==> config.mk <==
export PLATFORM = sky130hd
export DESIGN_NAME = regfile_wb_arbiter
export DESIGN_NICKNAME = d
export VERILOG_FILES = /design/src/rtl/regfile_wb_arbiter.sv
export SDC_FILE = /design/constraint.sdc
export NUM_CORES = 1
export LEC_CHECK = 0
export ABC_AREA = 1
export BUFFER_PORTS_ARGS = -buffer_cell sky130_fd_sc_hd__buf_4
export CAP_MARGIN = 40
export CORE_MARGIN = 2
export CORE_UTILIZATION = 48
export CTS_BUF_LIST = sky130_fd_sc_hd__clkbuf_4
export DETAILED_ROUTE_END_ITERATION = 10
export HOLD_SLACK_MARGIN = 0.08
export PLACE_DENSITY = 0.93
export SKIP_LAST_GASP = 1
export SLEW_MARGIN = 10
export SYNTH_ARGS = -nofsm -noshare
export SYNTH_HDL_FRONTEND = slang
export SYNTH_SLANG_ARGS = --single-unit
==> constraint.sdc <==
create_clock -name clk -period 2.6 [get_ports clk]
set_input_delay 0.13 -clock clk [delete_from_list [all_inputs] [get_ports clk]]
set_output_delay 0.13 -clock clk [all_outputs]
set_load 0.005 [all_outputs]
==> src/rtl/regfile_wb_arbiter.sv <==
// Two-source writeback arbiter for the register-file write port.
// Port A (ALU) wins by default; a starvation counter forces port B through after STARVE_MAX losses.
module regfile_wb_arbiter #(
    parameter int DATA_W     = 32,
    parameter int ADDR_W     = 5,
    parameter int STARVE_MAX = 4
) (
    input  logic              clk,
    input  logic              rst_n,
    input  logic              a_valid,
    input  logic [ADDR_W-1:0] a_rd,
    input  logic [DATA_W-1:0] a_data,
    output logic              a_ready,
    input  logic              b_valid,
    input  logic [ADDR_W-1:0] b_rd,
    input  logic [DATA_W-1:0] b_data,
    output logic              b_ready,
    output logic              rf_we,
    output logic [ADDR_W-1:0] rf_waddr,
    output logic [DATA_W-1:0] rf_wdata,
    output logic              b_forced
);

    // state | meaning
    // PRI_A | A has priority; cnt counts consecutive B losses
    // PRI_B | B is forced through this cycle if it is valid
    typedef enum logic {PRI_A = 1'b0, PRI_B = 1'b1} state_t;

    localparam logic [3:0] STARVE_LIM = 4'(STARVE_MAX);

    state_t            state, state_nx;
    logic   [3:0]      cnt, cnt_nx;
    logic              grant_any;
    logic [ADDR_W-1:0] win_rd;
    logic [DATA_W-1:0] win_data;

    always_ff @(posedge clk or negedge rst_n) begin
        if (!rst_n) begin
            state <= PRI_A;
            cnt   <= 4'd0;
        end else begin
            state <= state_nx;
            cnt   <= cnt_nx;
        end
    end

    always_comb begin
        a_ready  = 1'b0;
        b_ready  = 1'b0;
        state_nx = state;
        cnt_nx   = cnt;
        case (state)
            PRI_A: begin
                if (a_valid) begin
                    a_ready = 1'b1;
                    if (b_valid) begin
                        cnt_nx = (cnt == STARVE_LIM) ? STARVE_LIM : cnt + 4'd1;
                        if (cnt_nx == STARVE_LIM) state_nx = PRI_B;
                    end else begin
                        cnt_nx = 4'd0;
                    end
                end else begin
                    // B is either granted or not waiting, so it has not lost anything
                    cnt_nx  = 4'd0;
                    b_ready = b_valid;
                end
            end
            PRI_B: begin
                state_nx = PRI_A;
                cnt_nx   = 4'd0;
                if (b_valid) b_ready = 1'b1;
                else         a_ready = a_valid;
            end
            default: begin
                state_nx = PRI_A;
                cnt_nx   = 4'd0;
            end
        endcase
        if (!rst_n) begin
            a_ready = 1'b0;
            b_ready = 1'b0;
        end
    end

    assign grant_any = a_ready | b_ready;
    assign win_rd    = b_ready ? b_rd   : a_rd;
    assign win_data  = b_ready ? b_data : a_data;

    always_ff @(posedge clk or negedge rst_n) begin
        if (!rst_n) begin
            rf_we    <= 1'b0;
            rf_waddr <= '0;
            rf_wdata <= '0;
        end else begin
            // x0 writes still complete the handshake but never reach the register file
            rf_we <= grant_any && (win_rd != '0);
            if (grant_any) begin
                rf_waddr <= win_rd;
                rf_wdata <= win_data;
            end
        end
    end

    assign b_forced = (state == PRI_B);

endmodule

**Word level (Yosys, flattened, before mapping)**

Index checks and enable logic that the tools add are counted.
W data, S select, Z words.

- Bits in registers: 43
- Input port bits: 78

- Add/sub/neg operators: 1
- Eq/ne operators: 2
- Mux-type cells: 18
- Bitwise operators: 2
- Reduce and logical (&&, ||, !) cells: 2

Operators with widths:

| kind | count |
|---|---|
| $mux W32 | 1 |
| $mux W4 | 3 |
| $mux W1 | 9 |
| $eq A4 B3 Y1 const B | 2 |
| $pmux W4 S2 | 1 |
| $pmux W1 S2 | 3 |
| $mux W5 | 1 |
| $reduce_bool A5 Y1 | 1 |
| $add A4 B1 Y4 const B | 1 |
| $logic_and A1 B1 Y1 | 1 |
| $not A1 Y1 | 1 |
| $or A1 B1 Y1 | 1 |

**Longest topological paths before layout**

- Depth after elaboration: 7
- Mapped depth: 9

**Worst setup path before layout**

No wires, ideal clock.

- Kind: reg2reg
- From: reg cnt[0]
- To: reg state, in the netlist b_forced
- Arrival: 1,136 ps
- Data required time: 2,529 ps
- Setup slack: 1,393 ps
- Cell stages (with the launch flop): 9
- Path buffers: 0
- Clock period less this slack: 1,207 ps
- Path through: dfrtp_1 inv_1 ha_1 inv_1 nor3_1 nor2_1 nor2_1 nand2_1 nor2_1

- Cells in the longest elaborated chain, start to end: 7
- Elaborated cells on any way between the ends: 8
- Those cells by class: add/sub: 1; eq/ne: 2; mux: 5

Ends and longest elaborated chain:

| element | line | source |
|---|---|---|
| from (decl) | 32 | `logic [3:0] cnt, cnt_nx;` |
| from (signal assigned) | 43 | `cnt <= cnt_nx;` |
| $add A4 B1 Y4 or $eq A4 B3 Y1 (tied branches) | 57 | `cnt_nx = (cnt == STARVE_LIM) ? STARVE_LIM : cnt + 4'd1;` |
| $mux W4 (*) | 57 |  |
| $eq A4 B3 Y1 (*) | 58 | `if (cnt_nx == STARVE_LIM) state_nx = PRI_B;` |
| $mux W1 (*) | 58 |  |
| $mux W1 (*) | 56 | `if (b_valid) begin` |
| $mux W1 (*) | 54 | `if (a_valid) begin` |
| $pmux W1 S2 (*) | 52 | `case (state)` |
| via state_nx | 31 | `state_t state, state_nx;` |
| to (signal assigned) | 42 | `state <= state_nx;` |
| to (decl) | 31 |  |

The timed path passes the listed nets; every way through them passes the cells marked *.
A chain may end at the register's enable or synchronous reset.

**Worst setup path after layout**

- From: in rst_n
- To: reg rf_wdata[0]

- Cells in the longest elaborated chain, start to end: 2
- Elaborated cells on any way between the ends: 4
- Those cells by class: mux: 3; bitwise: 1

Ends and longest elaborated chain:

| element | line | source |
|---|---|---|
| from (decl) | 9 | `input logic rst_n,` |
| $mux W1 | 79 | `if (!rst_n) begin` |
| $mux W32 or $or A1 B1 Y1 (tied branches) | 87, 85 |  |
| to (signal assigned) | 99 | `rf_wdata <= win_data;` |
| to (decl) | 20 | `output logic [DATA_W-1:0] rf_wdata,` |

Several ways; a longest one is shown, not always the timed one.

==> metrics.txt <==
Gate Count Post-Synth=221; fmax=0.417 GHz; CP max FO=40; via count=2405; fin crit period=2.40 ns; warnings from Yosys=0; Worst path slowest cell=dlygate4sd3_1; drt first-iter violations=161; RSZ-0062 raised after global routing=false; clk slew on worst S/H paths=around 0.12 ns; GRT Util Overall=0.312; HP Class=in2reg; Worst-Skew Late Latency=0.35 ns; Slew @ Worst Pin=0.395 ns; synth top area cells=dfrtp_1 (53%), o22ai_1 (9.9%), nor2_1 (7.4%); Seq. cell area=1080 µm²; vias per cell=5.37; area of the multi-input gates=776 µm²; grt total ovfl=0; largest net degree at the start of global routing=41; commonest non-fill, non-tap cell in the layout=buf_4; Setup crit end=rf_wdata[0]; layout cells sized above 1=0.352; Worst path most repeated cell=dlygate4sd3_1; Post-Layout Inst Area=3590 µm²; Area Overhead vs Synth=77.1%; crit-path leading delay family=buffers and inverters; Startpoint Class=input port; fillers=183; Final Slew Violations=0; drt pass-1 iters=4; CP Data Required Time=2.84 ns; Avg WL per Cell=16.9 µm; CTS root buf=clkbuf_4; distinct cell type count after synthesis=22; number of global-route vias before repair=2334; post-DP HPWL=4.11 mm; leakage power=1.67 nW; Post-layout nets=477; Layout Skew=0.00674 ns; ANT nets after route=0; Crit. path cell count=9; WP buf/inv=5; outcome=completed; Die X-Extent=69.0 µm; final hold viol count=0; DRC=0; first-pass GRT wire length=10.5 mm; CTS tree=done; die area=4760 µm²; # setup viols final=0; Netlist Area Pre-Place=2030 µm²; final WL=7.56 mm; Num CTS Buffers=5; Row Count=23; Worst path max stage delay=slightly below 0.6 ns; worst r2r src=b_forced; sequential share of the synthesized area=0.531; diode count=0; hold path start=b_data[14]; Die Y=69.0 µm; Worst slew margin=0.735; Ports=119; area share of the largest cell type after synthesis=0.531; Initial Util=0.503; Clock Tree Buf Depth=2; Net Count, Synth=301; CORE AREA=between 4000 and 5000 µm²; Cells on Worst Hold Path=3; PortBufs=118; Synth area leader=dfrtp_1; Area after DPL=2900 µm²; kind of critical path=in2reg; routability cong.=slightly below 0.8; max-cap viol count=0; Sink Count=43; CP arrival=~2.6 ns; reg-to-reg slack, setup=0.39 ns; Sum Neg Setup Slack=0 ns; critical-path cell list=dlygate4sd3_1 -> buf_4 -> nand2_1 -> clkinv_2 -> nand2_8 -> inv_4 -> nor3_1 -> nor2_1 -> dlygate4sd3_1; CP Capture Type=flop; initial antenna violation count=0; synthesized flop and latch total=between 40 and 50; Setup crit start=rst_n; H-tree depth=2; Avg Synthesized Cell Area=9.17 µm²; cells on worst reg2reg path=7; commonest cells after routing, fill and taps aside=buf_4 (120), dlygate4sd3_1 (62), dfrtp_1 (43), nor2_1 (40), o22ai_1 (32); Final Cycle Share=0.923; power density over cell area=463 nW/µm²; Worst IR Drop VDD=0.357 mV; RR Endpoint=rf_wdata[0]
Yosys cell counts:
cell / count
nand2_4: 1
buf_6: 7
buf_2: 6
ha_1: 2
dfrtp_1: 43
nor2_1: 40
xor2_1: 1
nand3b_1: 1
inv_2: 1
o22ai_1: 32
nor3_1: 30
o21ai_0: 6
inv_1: 16
a21oi_2: 1
nand2_1: 18
buf_4: 1
nand3_1: 5
o21ai_2: 2
nor3_2: 5
nand2_2: 1
nor2b_1: 1
clkinv_2: 1
how the worst min path moves through the flow:
stage                         endpoint  slack, ns
after floorplan               b_forced      -0.17
after global placement     rf_waddr[1]       0.03
after detailed placement   rf_waddr[2]       0.04
after CTS                 rf_wdata[14]       0.08
after global routing      rf_wdata[22]       0.09
final                     rf_wdata[14]       0.08
through the flow:
step                      instances  power [mW]  utilization  setup WS (ns)  hold slack [ns]
after global placement          377        1.18        0.713          0.813           0.0337
after detailed placement        378        1.21        0.720          0.764           0.0405
final                           448        1.66        0.890          0.200           0.0786
after CTS                       446        1.63        0.882         0.0406           0.0809
after floorplan                 221       0.951            -           1.39           -0.166
after global routing            448        1.74        0.890         0.0828           0.0869
state kept, by name, indices dropped and copies added, names as in the netlist:
| signal | cells |
|---|---|
| b_forced | 1 |
| cnt | 4 |
| rf_waddr | 5 |
| rf_wdata | 32 |
| rf_we | 1 |
layer usage:
metal	vias up	track usage	share of wire
met1	1140	0.320	0.36
met5	-	0	0
met4	0	0.162	0.042
met3	34	0.0812	0.065
met2	127	0.578	0.53
li1	1104	-	-
tightest hold or removal path, cell delays in order:
cell and delay (ns):
buf_4 0.08, o22ai_1 0.06, nor2_1 0.12
cell type report:
cell class / count / share of cell area
Timing Repair Buffer: 183 / 0.432
Multi-Input combinational cell: 146 / 0.216
Clock inverter: 2 / 0.00209
Clock buffer: 6 / 0.0126
Inverter: 18 / 0.0199
Tap cell: 50 / 0.0174
Sequential cell: 43 / 0.300
logic make-up (layout without fill, tap and decap cells):
family,count (synthesis),after routing,share of synthesized area
AOI/OAI and AO/OA,41,41,0.127
xor gates and xnor gates,1,1,0.00432
and+or+nand+nor,102,102,0.234
adders and majority gates,2,2,0.0124
DFF,43,43,0.531
buffers and inverters,32,209,0.0914
what timing repair did:
item / CTS / global route
hold buffers: 60 / 2
setup endpoints to repair: 0 / 27
setup buffers: 0 / 0
endpoints found under the hold margin: 75 / 2
resized for setup: 0 / 4
power breakdown:
part	internal [mW]	switching [mW]
clock network	0.111	0.207
logic	0.335	0.213
registers	0.746	0.0484
total	1.19	0.468
Note: power is estimated with default switching activity, not from simulation.
